**src/rtl/simproc_dbg_pkg.sv**
```systemverilog
// Shared opcode, state and response definitions for the simproc debug/loader controller.
package simproc_dbg_pkg;

    typedef enum logic [7:0] {
        CMD_WRITE = 8'h01,
        CMD_READ  = 8'h02,
        CMD_SETPC = 8'h03,
        CMD_RUN   = 8'h04,
        CMD_STEP  = 8'h05,
        CMD_STOP  = 8'h06
    } cmd_op_t;

    typedef enum logic [2:0] {
        S_OP,
        S_ARG1,
        S_ARG2,
        S_EXEC,
        S_WAIT_DONE,
        S_WAIT_HALT,
        S_RSP
    } dbg_state_t;

    localparam logic [7:0] ACK_DEFAULT = 8'hAA;
    localparam logic [7:0] ERR_DEFAULT = 8'hEE;

    // Commands that touch memory, the PC or advance the core need it parked.
    function automatic logic needs_idle(input logic [7:0] op);
        return (op == CMD_WRITE) || (op == CMD_READ) || (op == CMD_SETPC) || (op == CMD_STEP);
    endfunction

endpackage

```
**src/rtl/simproc_dbg_ctrl.sv**
```systemverilog
// Byte-stream debug/loader controller: parses host commands, owns the memory port while
// the core is halted, and controls core run/step/stop plus PC loading.
module simproc_dbg_ctrl
    import simproc_dbg_pkg::*;
#(
    parameter logic [7:0] ACK_BYTE = ACK_DEFAULT,
    parameter logic [7:0] ERR_BYTE = ERR_DEFAULT
) (
    input  logic       clk,
    input  logic       rst,
    input  logic       cmd_valid,
    input  logic [7:0] cmd_data,
    output logic       cmd_ready,
    output logic       rsp_valid,
    output logic [7:0] rsp_data,
    input  logic       rsp_ready,
    input  logic [7:0] core_mem_addr,
    input  logic [7:0] core_mem_din,
    input  logic       core_mem_we,
    output logic [7:0] core_mem_dout,
    output logic [7:0] mem_addr,
    output logic [7:0] mem_din,
    output logic       mem_we,
    input  logic [7:0] mem_dout,
    output logic [7:0] pc_set_val,
    output logic       pc_set_wr,
    output logic       run,
    input  logic       halt,
    input  logic       done
);

    dbg_state_t state;
    logic [7:0] op_q;
    logic [7:0] addr_q;
    logic [7:0] data_q;
    logic [7:0] rsp_q;
    logic       run_q;

    logic idle;
    logic exec_ok;
    logic host_mem;
    logic step_pulse;

    assign idle     = halt & ~run_q;
    assign exec_ok  = (state == S_EXEC) & idle & ~rst;
    assign host_mem = exec_ok & ((op_q == CMD_WRITE) | (op_q == CMD_READ));

    assign mem_addr      = host_mem ? addr_q : core_mem_addr;
    assign mem_din       = host_mem ? data_q : core_mem_din;
    assign mem_we        = host_mem ? (op_q == CMD_WRITE) : core_mem_we;
    assign core_mem_dout = mem_dout;

    assign pc_set_wr  = exec_ok & (op_q == CMD_SETPC);
    assign step_pulse = exec_ok & (op_q == CMD_STEP);
    assign run        = run_q | step_pulse;

    assign cmd_ready = ~rst & ((state == S_OP) | (state == S_ARG1) | (state == S_ARG2));
    assign rsp_valid = (state == S_RSP);
    assign rsp_data  = rsp_q;

    always_ff @(posedge clk) begin
        if (rst) begin
            state      <= S_OP;
            run_q      <= 1'b0;
            op_q       <= 8'h00;
            addr_q     <= 8'h00;
            data_q     <= 8'h00;
            rsp_q      <= 8'h00;
            pc_set_val <= 8'h00;
        end else begin
            case (state)
                S_OP: begin
                    if (cmd_valid) begin
                        op_q <= cmd_data;
                        case (cmd_data)
                            CMD_WRITE, CMD_READ, CMD_SETPC: state <= S_ARG1;
                            CMD_RUN, CMD_STEP, CMD_STOP:    state <= S_EXEC;
                            default: begin
                                rsp_q <= ERR_BYTE;
                                state <= S_RSP;
                            end
                        endcase
                    end
                end
                S_ARG1: begin
                    if (cmd_valid) begin
                        addr_q <= cmd_data;
                        if (op_q == CMD_SETPC)
                            pc_set_val <= cmd_data;
                        state <= (op_q == CMD_WRITE) ? S_ARG2 : S_EXEC;
                    end
                end
                S_ARG2: begin
                    if (cmd_valid) begin
                        data_q <= cmd_data;
                        state  <= S_EXEC;
                    end
                end
                S_EXEC: begin
                    if (needs_idle(op_q) && !idle) begin
                        rsp_q <= ERR_BYTE;
                        state <= S_RSP;
                    end else begin
                        case (op_q)
                            CMD_READ: begin
                                rsp_q <= mem_dout;
                                state <= S_RSP;
                            end
                            CMD_RUN: begin
                                run_q <= 1'b1;
                                rsp_q <= ACK_BYTE;
                                state <= S_RSP;
                            end
                            CMD_STEP: state <= S_WAIT_DONE;
                            CMD_STOP: begin
                                run_q <= 1'b0;
                                if (halt) begin
                                    rsp_q <= ACK_BYTE;
                                    state <= S_RSP;
                                end else begin
                                    state <= S_WAIT_HALT;
                                end
                            end
                            default: begin
                                rsp_q <= ACK_BYTE;
                                state <= S_RSP;
                            end
                        endcase
                    end
                end
                S_WAIT_DONE: begin
                    if (done) begin
                        rsp_q <= ACK_BYTE;
                        state <= S_RSP;
                    end
                end
                S_WAIT_HALT: begin
                    if (halt) begin
                        rsp_q <= ACK_BYTE;
                        state <= S_RSP;
                    end
                end
                S_RSP: begin
                    if (rsp_ready)
                        state <= S_OP;
                end
                default: state <= S_OP;
            endcase
        end
    end

endmodule

```
**config.mk**
```make
export PLATFORM = sky130hd
export DESIGN_NAME = simproc_dbg_ctrl
export DESIGN_NICKNAME = d
export VERILOG_FILES = /design/src/rtl/simproc_dbg_pkg.sv /design/src/rtl/simproc_dbg_ctrl.sv
export SDC_FILE = /design/constraint.sdc
export NUM_CORES = 1
export LEC_CHECK = 0
export BUFFER_PORTS_ARGS = -buffer_cell sky130_fd_sc_hd__buf_2
export CAP_MARGIN = 10
export CORE_MARGIN = 1
export CORE_UTILIZATION = 41
export CTS_BUF_LIST = sky130_fd_sc_hd__clkbuf_4 sky130_fd_sc_hd__clkbuf_8
export CTS_CLUSTER_SIZE = 10
export DETAILED_ROUTE_END_ITERATION = 7
export GPL_ROUTABILITY_DRIVEN = 0
export PLACE_DENSITY = 0.67
export SYNTH_ARGS = -nofsm -noshare
export SYNTH_HDL_FRONTEND = slang
export SYNTH_SLANG_ARGS = --single-unit
```
**constraint.sdc**
```tcl
create_clock -name clk -period 5.7 [get_ports clk]
set_input_delay 1.14 -clock clk [delete_from_list [all_inputs] [get_ports clk]]
set_output_delay 1.14 -clock clk [all_outputs]
set_load 0.01 [all_outputs]
```
After elaboration in Yosys (flattened, before gate mapping)
Cells that the tools add are included.
Widths: inputs -> output; s select.
{"block": "word_totals", "wordCells": 88, "latch_bits": 0, "ram_bits": 0, "out_inout_bits": 45, "mem_bits_ro": 0, "register_bits": 44, "mem_count": 0}
{"block": "classes", "n_reduce_logical": 18, "mul": 0, "bitwise_logic": 14, "muxes": 23, "eq_ne": 26, "add_sub_neg": 0, "div": 0, "shift": 0, "n_lt_le_gt_ge": 0}
{"op": "$mux 8", "n": 7}
{"op": "$eq 8x3->1 const B", "n": 6}
{"op": "$eq 8x2->1 const B", "n": 4}
{"op": "$pmux 8 s4", "n": 1}
{"op": "$pmux 8 s3", "n": 1}
{"op": "$pmux 3 s7", "n": 1}
{"op": "$mux 3", "n": 6}
{"op": "$eq 8x1->1 const B", "n": 2}
{"op": "$ne 2x2->1 const B", "n": 6}
{"op": "$eq 3x3->1 const B", "n": 3}
{"op": "$and 1x1->1", "n": 7}
{"op": "$eq 3x2->1 const B", "n": 2}
{"op": "$pmux 3 s2", "n": 1}
{"op": "$reduce_and 2->1", "n": 3}
{"op": "$reduce_and 3->1", "n": 2}
{"op": "$reduce_and 6->1", "n": 1}
{"op": "$reduce_or 3->1", "n": 2}
{"op": "$reduce_or 6->1", "n": 1}
{"op": "$reduce_and 5->1", "n": 1}
{"op": "$mux 2", "n": 2}
{"op": "$or 1x1->1", "n": 4}
{"op": "$pmux 2 s2", "n": 1}
{"op": "$reduce_bool 4->1", "n": 1}
{"op": "$eq 3x1->1 const B", "n": 1}
{"op": "10 further kinds", "n": 15}

Depth between registers and ports, before layout
{"block": "depth", "word_depth": 7, "depth_mapped": 7, "mapped_depth_nobuf": 5}

Worst setup path before layout
Ideal clock, no wire load.
{"block": "synth_path", "kind": "input to output", "from": "in halt", "to": "out mem_addr[4]", "path_slack_ns": 2.185, "stages": 6, "t_arrival_ns": 2.375, "cell_sequence": "nand2b_1 -> nor3_1 -> o211a_1 -> buf_2 -> buf_2 -> mux2_2"}
{"block": "synth_via", "elab_chain_len": 5}
{"element": "from (decl)", "line_no": "simproc_dbg_ctrl.sv:28", "source": "input logic halt,"}
{"element": "$and 1x1->1", "line_no": "simproc_dbg_ctrl.sv:44", "source": "assign idle = halt & ~run_q;"}
{"element": "$and 1x1->1 (2 in a row)", "line_no": "simproc_dbg_ctrl.sv:45", "source": "assign exec_ok = (state == S_EXEC) & idle & ~rst;"}
{"element": "$and 1x1->1", "line_no": "simproc_dbg_ctrl.sv:46", "source": "assign host_mem = exec_ok & ((op_q == CMD_WRITE) | (op_q == CMD_READ));"}
{"element": "$mux 8", "line_no": "simproc_dbg_ctrl.sv:48", "source": "assign mem_addr = host_mem ? addr_q : core_mem_addr;"}
{"element": "to (decl)", "line_no": "simproc_dbg_ctrl.sv:21", "source": "output logic [7:0] mem_addr,"}
Every way passes these cells.

Final worst setup path
{"block": "layout_path", "from": "in halt", "to": "out mem_addr[3]"}
Same word-level chain as after synthesis.

==> metrics <==
clock-pin slew on the worst setup and hold paths 0.09 ns; cell type contributing the most total cell area after synthesis sky130_fd_sc_hd__dfxtp_1; Core Box Area approximately 5900 um2; total of max-cap violations 0; fmax between 0.2 and 0.25 GHz; post-placement cell area around 2900 um2; All-Layer GR Usage between 20% and 30%; fraction of registers with async set/reset 0%; HPWL after DPL roughly 4600 um; share of total power consumed by net switching between 30% and 40%; top post-synthesis cells by area sky130_fd_sc_hd__dfxtp_1, sky130_fd_sc_hd__nand2_1, sky130_fd_sc_hd__mux2_2, sky130_fd_sc_hd__mux2i_1, sky130_fd_sc_hd__a21oi_1; reg-to-reg startpoint state[0]; Resize count post-CTS 0; area enclosed by the die boundary around 6500 um2; crit start category primary input; largest net degree at the start of global routing 47; power per cell area between 200 and 300 nW/um2; synthesis-stage register bit count 44; portion of total power attributed to the clock network 25.6%; Yosys cell types 55; row count 28; cts bufs inserted 5; finished layout cell area 2980 um2; count of fill cells added during filler insertion 595; number of buffer cells added on primary ports 83; Hold Crit Class reg2reg; global route overflow 0; average wire per cell in the routed design 13.9 um; timing startpoint of the critical path halt; hold wc startpoint addr_q[1]; post-placement worst setup slack between 1.5 and 2 ns; post-synthesis average cell area around 8.1 um2; worst clock skew ~0.0082 ns; slew at the pin closest to its max-slew limit 0.821 ns; fraction of post-synthesis cell area in the top cell type by area a little over a third; total of hold buffers inserted after clock tree synthesis 0; buffer depth of the longest clock path 2; IR drop worst, VDD 0.109 mV; drt drc 0; Required @ worst endpoint between 4 and 5 ns; Final Hold Vio Count 0; Int Power ~530 uW; crit-path max FO 16; synthesis-to-layout area growth 18.4%; Routed WL 6250 um; least setup slack across all paths after layout ~1.7 ns; number of DRC violations after detailed-routing iteration 0 210; top flip-flop cell by instance count after synthesis sky130_fd_sc_hd__dfxtp_1; count of inserted antenna diode cells 0; clock sink count 44; endpoint class of the critical path output pin; number of antenna violations at the first check in global routing 0; Post-Synthesis Cell Area around 2500 um2; wire length of the first global-routing pass 10,300 um; layout net count approximately 410; final setup vio count 0; count of flip-flops with a built-in enable after synthesis 0; endpoint arrival time on the critical path roughly 2.9 ns; portion of total power attributed to combinational logic 27.3%; path type of the worst setup path in2out; run status complete, no violations; most numerous cell types in the synthesized netlist sky130_fd_sc_hd__nand2_1, sky130_fd_sc_hd__dfxtp_1, sky130_fd_sc_hd__a21oi_1; worst-case headroom to the max-slew limit ~45%; layout cells sized above 1 30.9%; final hold slack 0.459 ns; I/O pin count 84; Syn. warnings 0; switching power total approximately 280 uW; width of the die roughly 80 um; most used standard cell by instance count after synthesis sky130_fd_sc_hd__nand2_1; worst reg2reg setup slack 3.32 ns; final-report max-slew violation count 0; effective utilization at floorplan around 43%; number of vias after detailed routing 2,374; unrepaired setup endpoints after global routing false; vias in the first global route roughly 2.1k; total negative slack for setup checks 0 ns; static leakage between 0.001 and 0.0015 uW; net count after synthesis approximately 350; final worst-path cycle share a little over two thirds; Die H approximately 80 um; fraction of the yosys area taken by sequential cells about a third; Seq pwr share a little under half; vias per cell 5.26; root cell of the clock tree sky130_fd_sc_hd__clkbuf_8; number of iterations in the first detailed-routing pass 4; post-CTS repair timing setup buffer count 0; Synth Instances 312; clock latency on the worst-skew pair about 0.30 ns; post-route antenna net violation count 0; H-tree depth 2; TritonCTS clock tree done; Final Critical Period ~4 ns
## metrics by stage
stage | instances | total power (uW) | utilization [%]
6_report | 451 | 811 | 50.4
4_1_cts | 451 | 816 | 50.4
3_3_place_gp | 443 | 606 | 48.8
3_5_place_dp | 443 | 610 | 48.8
5_1_grt | 451 | 864 | 50.4
2_1_floorplan | 312 | 545 | -
## sequential cells by signal (all words and copies together) (netlist names)
name,count
data_q,8
rsp_data,8
op_q,8
run_q,1
state,3
addr_q,8
pc_set_val,8
## logic make-up after synthesis
kind of cell           synth area share, %
buffers and inverters                 7.15
multiplexers                          13.9
flip-flops                            35.0
AO/OA/AOI/OAI                         18.4
AND/OR/NAND/NOR                       25.6
## worst max-delay path: stages
cell                       delay, ns
sky130_fd_sc_hd__buf_2          0.20
sky130_fd_sc_hd__nand2b_1       0.15
sky130_fd_sc_hd__nor3_1         0.26
sky130_fd_sc_hd__o211a_1        0.58
sky130_fd_sc_hd__mux2_2         0.40
sky130_fd_sc_hd__buf_2          0.14
## path summary, 6_finish.rpt
path                                 endpoint  cells after the start
worst min-delay path                addr_q[1]                      2
worst max-delay path              mem_addr[3]                      6
worst min register to register      addr_q[1]                      2
worst max register to register  pc_set_val[1]                      5
## layout make-up
type	instances	area (um2)	share of cell area [%]
Inverter	9	33.8	1.13
Sequential cell	44	881	29.5
Tap cell	75	93.8	3.15
Multi-Input combinational cell	231	1460	48.9
Clock buffer	6	76.3	2.56
Timing Repair Buffer	84	423	14.2
Clock inverter	2	16.3	0.545
## power by group through the flow
stage	Sequential, uW	Combinational, uW	Clock, uW
6_report	382	221	207
5_1_grt	390	247	226
4_1_cts	382	222	212
3_5_place_dp	389	221	0
3_3_place_gp	388	218	0
2_1_floorplan	367	178	0
## routing by layer
metal	vias to the layer above	share of wire [%]	global-route usage (%)
li1	1218	-	-
met1	1075	48	27.2
met2	77	46	32.6
met3	4	5.2	4.55
met4	0	0.70	6.07
met5	-	0	0
## cells in the final DEF (no fill, tap or decap), types with 7 or more instances in the layout
| master | n |
|---|---|
| sky130_fd_sc_hd__nor2_1 | 21 |
| sky130_fd_sc_hd__and3_1 | 7 |
| sky130_fd_sc_hd__mux2_2 | 16 |
| sky130_fd_sc_hd__mux2i_1 | 17 |
| sky130_fd_sc_hd__buf_2 | 83 |
| sky130_fd_sc_hd__a21oi_1 | 24 |
| sky130_fd_sc_hd__nand2_1 | 53 |
| sky130_fd_sc_hd__inv_1 | 9 |
| sky130_fd_sc_hd__dfxtp_1 | 44 |
| sky130_fd_sc_hd__nor3_1 | 9 |
| sky130_fd_sc_hd__o21ai_0 | 12 |
| sky130_fd_sc_hd__nor2b_1 | 11 |
Power figures use the tool's default switching activity.
